$ cat src/rtl/if_stage_if.sv
`default_nettype none
// ============================================================================
//  Module      : if_stage_if
//  Description : Control, instruction-memory load and IF/ID output bundle for
//                the instruction-fetch stage. The master side drives stall,
//                flush and memory loads; the slave side is the fetch stage.
//  Revision    : 1.0  initial release
// ============================================================================
interface if_stage_if #(
    parameter int XLEN       = 64,
    parameter int IMEM_WORDS = 64
) ();
    localparam int c_AW = $clog2(IMEM_WORDS);

    // Hazard / branch control
    logic                stall;
    logic                flush;
    logic [XLEN-1:0]     branch_target;

    // Instruction memory load port
    logic                imem_we;
    logic [c_AW-1:0]     imem_waddr;
    logic [31:0]         imem_wdata;

    // Fetch state and IF/ID register towards decode
    logic [XLEN-1:0]     pc_out;
    logic [XLEN-1:0]     ifid_pc;
    logic [31:0]         ifid_instruction;
    logic                ifid_valid;
    logic                halted;
    logic [31:0]         fetch_count;

    modport master (
        output stall, flush, branch_target,
        output imem_we, imem_waddr, imem_wdata,
        input  pc_out, ifid_pc, ifid_instruction, ifid_valid, halted, fetch_count
    );

    modport slave (
        input  stall, flush, branch_target,
        input  imem_we, imem_waddr, imem_wdata,
        output pc_out, ifid_pc, ifid_instruction, ifid_valid, halted, fetch_count
    );
endinterface
`default_nettype wire

$ cat src/rtl/if_stage.sv
`default_nettype none
// ============================================================================
//  Module      : if_stage
//  Description : Instruction-fetch stage. Holds the PC, a word-addressed
//                instruction memory with a synchronous load port, and the
//                IF/ID pipeline register. Honours stall and flush/redirect and
//                stops fetching on an all-zero instruction word.
//  Revision    : 1.0  initial release
// ============================================================================
module if_stage #(
    parameter int              XLEN       = 64,
    parameter int              IMEM_WORDS = 64,
    parameter logic [XLEN-1:0] RESET_PC   = '0,
    parameter logic [31:0]     NOP        = 32'h00000013
) (
    input  wire logic   clk,
    input  wire logic   reset,
    if_stage_if.slave   bus
);
    localparam int c_AW = $clog2(IMEM_WORDS);

    typedef enum logic [0:0] {
        ST_RUN    = 1'b0,
        ST_HALTED = 1'b1
    } state_t;

    // ------------------------------------------------------------------------
    // Storage
    // ------------------------------------------------------------------------
    logic [31:0]       imem_q [IMEM_WORDS];

    state_t            state_q;
    logic [XLEN-1:0]   pc_q;
    logic [XLEN-1:0]   ifid_pc_q;
    logic [31:0]       ifid_instr_q;
    logic              ifid_valid_q;
    logic [31:0]       fetch_count_q;

    // ------------------------------------------------------------------------
    // Combinational fetch path
    // ------------------------------------------------------------------------
    logic              w_in_range;
    logic [31:0]       w_word;
    logic [XLEN-1:0]   w_pc_plus4;
    logic [XLEN-1:0]   w_redirect_pc;
    logic [31:0]       w_count_inc;

    // Anything past the end of the memory fetches a bubble instead of aliasing.
    assign w_in_range    = ((pc_q >> 2) < XLEN'(IMEM_WORDS));
    assign w_word        = w_in_range ? imem_q[pc_q[2 +: c_AW]] : NOP;
    assign w_pc_plus4    = pc_q + XLEN'(4);
    // Redirect targets are forced to word alignment; the low two bits are dropped.
    assign w_redirect_pc = bus.branch_target & ~XLEN'(3);
    // Delivered-instruction counter sticks at all-ones instead of wrapping.
    assign w_count_inc   = (fetch_count_q == 32'hFFFF_FFFF) ? fetch_count_q
                                                            : fetch_count_q + 32'd1;

    // Instruction memory load port; not reset, read-before-write with the fetch.
    always_ff @(posedge clk) begin
        if (bus.imem_we) begin
            imem_q[bus.imem_waddr] <= bus.imem_wdata;
        end
    end

    // Fetch FSM with PC and IF/ID register; priority is flush, then stall, then state.
    always_ff @(posedge clk or posedge reset) begin
        if (reset) begin
            state_q       <= ST_RUN;
            pc_q          <= RESET_PC;
            ifid_pc_q     <= '0;
            ifid_instr_q  <= NOP;
            ifid_valid_q  <= 1'b0;
            fetch_count_q <= '0;
        end else if (bus.flush) begin
            // Taken branch: squash the younger instruction and restart at the target.
            state_q      <= ST_RUN;
            pc_q         <= w_redirect_pc;
            ifid_pc_q    <= '0;
            ifid_instr_q <= NOP;
            ifid_valid_q <= 1'b0;
        end else if (bus.stall) begin
            // Hazard stall: everything holds.
        end else begin
            case (state_q)
                ST_RUN: begin
                    if (!w_in_range) begin
                        // Unbacked address: emit a bubble and keep walking.
                        pc_q         <= w_pc_plus4;
                        ifid_pc_q    <= '0;
                        ifid_instr_q <= NOP;
                        ifid_valid_q <= 1'b0;
                    end else if (w_word == 32'h0000_0000) begin
                        // Zero word marks end of program: park the PC on it.
                        state_q      <= ST_HALTED;
                        ifid_pc_q    <= '0;
                        ifid_instr_q <= NOP;
                        ifid_valid_q <= 1'b0;
                    end else begin
                        pc_q          <= w_pc_plus4;
                        ifid_pc_q     <= pc_q;
                        ifid_instr_q  <= w_word;
                        ifid_valid_q  <= 1'b1;
                        fetch_count_q <= w_count_inc;
                    end
                end
                ST_HALTED: begin
                    ifid_pc_q    <= '0;
                    ifid_instr_q <= NOP;
                    ifid_valid_q <= 1'b0;
                end
                default: begin
                    state_q <= ST_RUN;
                end
            endcase
        end
    end

    // ------------------------------------------------------------------------
    // Outputs (all come straight from registers)
    // ------------------------------------------------------------------------
    assign bus.pc_out           = pc_q;
    assign bus.ifid_pc          = ifid_pc_q;
    assign bus.ifid_instruction = ifid_instr_q;
    assign bus.ifid_valid       = ifid_valid_q;
    assign bus.halted           = (state_q == ST_HALTED);
    assign bus.fetch_count      = fetch_count_q;

endmodule
`default_nettype wire

$ cat src/flat_wrapper.sv
// flat-port wrapper written by rule: the top's interface ports become plain ports
module if_stage_flat 
#(
    parameter int              XLEN       = 64,
    parameter int              IMEM_WORDS = 64,
    parameter logic [XLEN-1:0] RESET_PC   = '0,
    parameter logic [31:0]     NOP        = 32'h00000013
)
  (clk, reset, bus_stall, bus_flush, bus_branch_target, bus_imem_we, bus_imem_waddr, bus_imem_wdata, bus_pc_out, bus_ifid_pc, bus_ifid_instruction, bus_ifid_valid, bus_halted, bus_fetch_count);
  if_stage_if #(.XLEN(XLEN), .IMEM_WORDS(IMEM_WORDS)) bus_i ();
  input  wire logic clk;
  input  wire logic reset;
  input wire logic [$bits(bus_i.stall)-1:0] bus_stall;
  input wire logic [$bits(bus_i.flush)-1:0] bus_flush;
  input wire logic [$bits(bus_i.branch_target)-1:0] bus_branch_target;
  input wire logic [$bits(bus_i.imem_we)-1:0] bus_imem_we;
  input wire logic [$bits(bus_i.imem_waddr)-1:0] bus_imem_waddr;
  input wire logic [$bits(bus_i.imem_wdata)-1:0] bus_imem_wdata;
  output wire logic [$bits(bus_i.pc_out)-1:0] bus_pc_out;
  output wire logic [$bits(bus_i.ifid_pc)-1:0] bus_ifid_pc;
  output wire logic [$bits(bus_i.ifid_instruction)-1:0] bus_ifid_instruction;
  output wire logic [$bits(bus_i.ifid_valid)-1:0] bus_ifid_valid;
  output wire logic [$bits(bus_i.halted)-1:0] bus_halted;
  output wire logic [$bits(bus_i.fetch_count)-1:0] bus_fetch_count;
  assign bus_i.stall = bus_stall;
  assign bus_i.flush = bus_flush;
  assign bus_i.branch_target = bus_branch_target;
  assign bus_i.imem_we = bus_imem_we;
  assign bus_i.imem_waddr = bus_imem_waddr;
  assign bus_i.imem_wdata = bus_imem_wdata;
  assign bus_pc_out = bus_i.pc_out;
  assign bus_ifid_pc = bus_i.ifid_pc;
  assign bus_ifid_instruction = bus_i.ifid_instruction;
  assign bus_ifid_valid = bus_i.ifid_valid;
  assign bus_halted = bus_i.halted;
  assign bus_fetch_count = bus_i.fetch_count;
  if_stage #(.XLEN(XLEN), .IMEM_WORDS(IMEM_WORDS), .RESET_PC(RESET_PC), .NOP(NOP)) u_core (.clk(clk), .reset(reset), .bus(bus_i));
endmodule
$ cat config.mk
export PLATFORM = sky130hd
export DESIGN_NAME = if_stage_flat
export DESIGN_NICKNAME = d
export VERILOG_FILES = /design/src/rtl/if_stage_if.sv /design/src/rtl/if_stage.sv /design/src/flat_wrapper.sv
export SDC_FILE = /design/constraint.sdc
export NUM_CORES = 2
export LEC_CHECK = 0
export BUFFER_PORTS_ARGS = -buffer_cell sky130_fd_sc_hd__buf_4
export CORE_ASPECT_RATIO = 0.5
export CORE_MARGIN = 3
export CORE_UTILIZATION = 43
export DETAILED_ROUTE_END_ITERATION = 10
export SYNTH_ARGS = -nofsm -noshare
export SYNTH_HDL_FRONTEND = slang
export SYNTH_SLANG_ARGS = --single-unit
$ cat constraint.sdc
create_clock -name clk -period 5.75 [get_ports clk]
set_clock_uncertainty 0.05 [all_clocks]
set_input_delay 0.2875 -clock clk [delete_from_list [all_inputs] [get_ports clk]]
set_output_delay 0.2875 -clock clk [all_outputs]
set_load 0.05 [all_outputs]
==> metrics <==
status finished, final reports clean; Seq cells post-synth approximately 2,200; post-route clock period utilization 0.953; TNS Setup 0 ns; die area 208,000 um2; Max Cap Viol 0; register area share after synthesis 0.764; VDD IR max ~0.24 mV; highest clock rate around 0.18 GHz; vias in the first global route between 40,000 and 50,000; max-slew violations 0; routability cong. slightly below 0.9; clk sink count about 2,200; grt ovf 0; post-DR vias/cell ~6.2; min Tclk post-route between 5 and 6 ns; Slew HR 0.167; WL/cell 34.2 um; Skew-Pair Late Insertion Delay roughly 0.85 ns; fraction of registers with async set/reset 0.0853; Final Net Count 5,051; Core Region roughly 200,000 um2; cells after synthesis 4,327; Critical Path RT 6.37 ns; Tightest Pin Transition around 1.2 ns; crit path from u_core.bus.pc_out[2]; final WL about 260 mm; Worst-path clk slew about 0.060 ns; Final ANT Viol Nets 0; CP cell instances buf_12, buf_4, mux4_2, nand2_1, a21oi_1, o21ai_0, buf_4, nand4_1, buf_4, or4_1, nor3_1, buf_4, and2_4, or2_1, buf_12, o21ai_0; GRT Total Usage 0.252; register area between 60,000 and 70,000 um2; io pins approximately 300; Root Driver clkbuf_16; CP startpoint kind flop; # rows approximately 120; TritonCTS clock tree yes; Vias 48,300; CP max FO 19; Synth warnings 0; I/O Buffers approximately 300; LEAKAGE around 34 nW; reg2reg start u_core.bus.pc_out[2]; DRC viols 0; Area after DPL 93,700 um2; H-tree depth 4; Netlist Area Pre-Place around 87,000 um2; Final Hold Vio Count 0; Final Cell Area about 100,000 um2; Initial DRT Pass Iterations 5; WP data arrival just over 6 ns; area of the multi-input gates a little under 20,000 um2; Post-synth EDFFs approximately 2,000; # fillers approximately 16,000; slowest stage cell, crit path dfrtp_4; clk buf depth 4; pwr dens 342 nW/um2; Initial DRC Count around 7,200; Worst setup EP type flop; initial antenna violation count 16; die width ~640 um; RSZ-0062 raised after global routing false; count of cell types in the netlist between 80 and 90; Hold Crit Class input port to async pin; global-route wire length before repair 368 mm; setup violators final 0; Layout area overhead 16.5%; syn_area_per_cell 20.1 um2; Crit path top cell by count buf_4; CP max stage delay roughly 0.73 ns; layout cells sized above 1 0.270; worst setup path class flop to flop; Num CTS Buffers 204; pin count of the biggest net entering global routing 115; Starting Density 0.437; Main synth FF type edfxtp_1; Die Y-Extent approximately 320 um; post-DP HPWL 159 mm
==> metrics by stage <==
step | std cells | hold WS (ns) | total power [mW] | util | setup WS (ns)
5_1_grt | 7729 | 0.127 | 35.6 | 0.509 | 0.0542
3_5_place_dp | 7242 | 0.421 | 21.9 | 0.472 | 0.322
3_3_place_gp | 7242 | 0.420 | 21.8 | 0.472 | 0.325
6_report | 7735 | 0.0927 | 34.6 | 0.509 | 0.270
2_1_floorplan | 4328 | 0.333 | 20.2 | - | 0.219
4_1_cts | 7727 | 0.0929 | 34.7 | 0.509 | 0.318
==> final timing paths <==
path	end	slack, ns	cells past startpoint
setup / recovery	u_core.bus.ifid_instruction[22]	0.27	16
hold / removal	u_core.bus.ifid_pc[25]	0.09	3
setup reg to reg	u_core.bus.ifid_instruction[22]	0.27	16
hold reg to reg	u_core.bus.ifid_pc[7]	0.43	2
max in group asynchronous	u_core.bus.ifid_pc[16]	4.29	4
min in group clk	u_core.imem_q[55][22]	0.17	3
==> worst max-delay path: cells and delay by family (launching register included) <==
kind,cells,cell delay [ns]
simple gates,6,1.55
compound gates,3,0.88
flops,1,0.73
buf+inv,6,1.44
mux,1,0.56
==> cells by family after synthesis <==
family                   count (synthesis)  synth area share
flip-flops                            2239             0.764
AND/OR/NAND/NOR                        660            0.0375
multiplexers                           611             0.138
AO/OA/AOI/OAI                          491            0.0390
buffers and inverters                  261            0.0153
XOR/XNOR                                62           0.00626
adder cells (fa/ha/maj)                  2          0.000288
other                                    1         0.0000432
==> cell type report <==
cell class	count	share of cell area
diodes	8	0.000198
well taps	2632	0.0326
inverters	15	0.000643
multi-input cells	1828	0.195
repair buffers	654	0.0555
flip-flops and latches	2239	0.656
clock inverters	85	0.00559
clock buffers	274	0.0551
==> sequential cells by signal (all words and copies together), names as in the netlist <==
| signal | flops |
|---|---|
| u_core.bus.ifid_instruction | 32 |
| u_core.bus.fetch_count | 32 |
| u_core.imem_q | 2048 |
| u_core.bus.ifid_valid | 1 |
| u_core.bus.pc_out | 62 |
| u_core.bus.ifid_pc | 63 |
| u_core.bus.halted | 1 |
==> report_power, final <==
part	switching (mW)	internal [mW]	total [mW]
combinational	2.29	1.32	3.61
sequential	0.159	17.9	18.1
clock	5.86	7.07	12.9
==> cells in the mapped netlist, types with 21 or more instances <==
library cell / count / area share
nor4_1: 33 / 0.0024
and3_1: 30 / 0.0022
edfxtp_1: 2048 / 0.71
dfrtp_1: 188 / 0.054
a21oi_1: 69 / 0.0040
nor2_1: 134 / 0.0058
a22o_1: 21 / 0.0021
nor3_1: 28 / 0.0016
buf_2: 54 / 0.0031
mux4_2: 465 / 0.12
xnor2_1: 31 / 0.0031
nand3_1: 67 / 0.0039
mux2_2: 25 / 0.0032
xor2_1: 31 / 0.0031
nand4_1: 29 / 0.0021
nand2_1: 199 / 0.0086
mux2i_1: 119 / 0.014
o21ai_0: 84 / 0.0048
a22oi_1: 126 / 0.011
a31oi_1: 34 / 0.0025
buf_4: 37 / 0.0032
and2_1: 71 / 0.0051
clkbuf_1: 118 / 0.0051
a211oi_1: 23 / 0.0020
o22ai_1: 26 / 0.0019
==> cells in the final DEF (no fill, tap or decap), types with 69 or more instances in the layout <==
master / synthesis / layout
edfxtp_1: 2048 / 2048
buf_4: 37 / 497
mux4_2: 465 / 465
clkbuf_16: 0 / 207
nand2_1: 199 / 199
dfrtp_1: 188 / 183
a22oi_1: 126 / 126
dlygate4sd3_1: 0 / 126
mux2i_1: 119 / 119
o21ai_0: 84 / 84
nor2_1: 134 / 71
and2_1: 71 / 70
a21oi_1: 69 / 69
==> metal layers <==
| metal | wire, um | vias to the layer above | global-route usage |
|---|---|---|---|
| met3 | 29500 | 387 | 0.0570 |
| met2 | 120000 | 2937 | 0.385 |
| met4 | 6260 | 4 | 0.0602 |
| met5 | 30 | - | 0 |
| met1 | 109000 | 25900 | 0.371 |
| li1 | - | 19100 | - |
==> what timing repair did <==
| item | in CTS | in global routing |
|---|---|---|
| endpoints found under the hold margin | 2086 | 0 |
| setup buffers | 0 | 0 |
| hold buffers | 126 | 0 |
| gates resized for setup | 0 | 0 |
| setup endpoints to repair | 0 | 0 |
No activity file was read; power rests on OpenSTA's default activity.
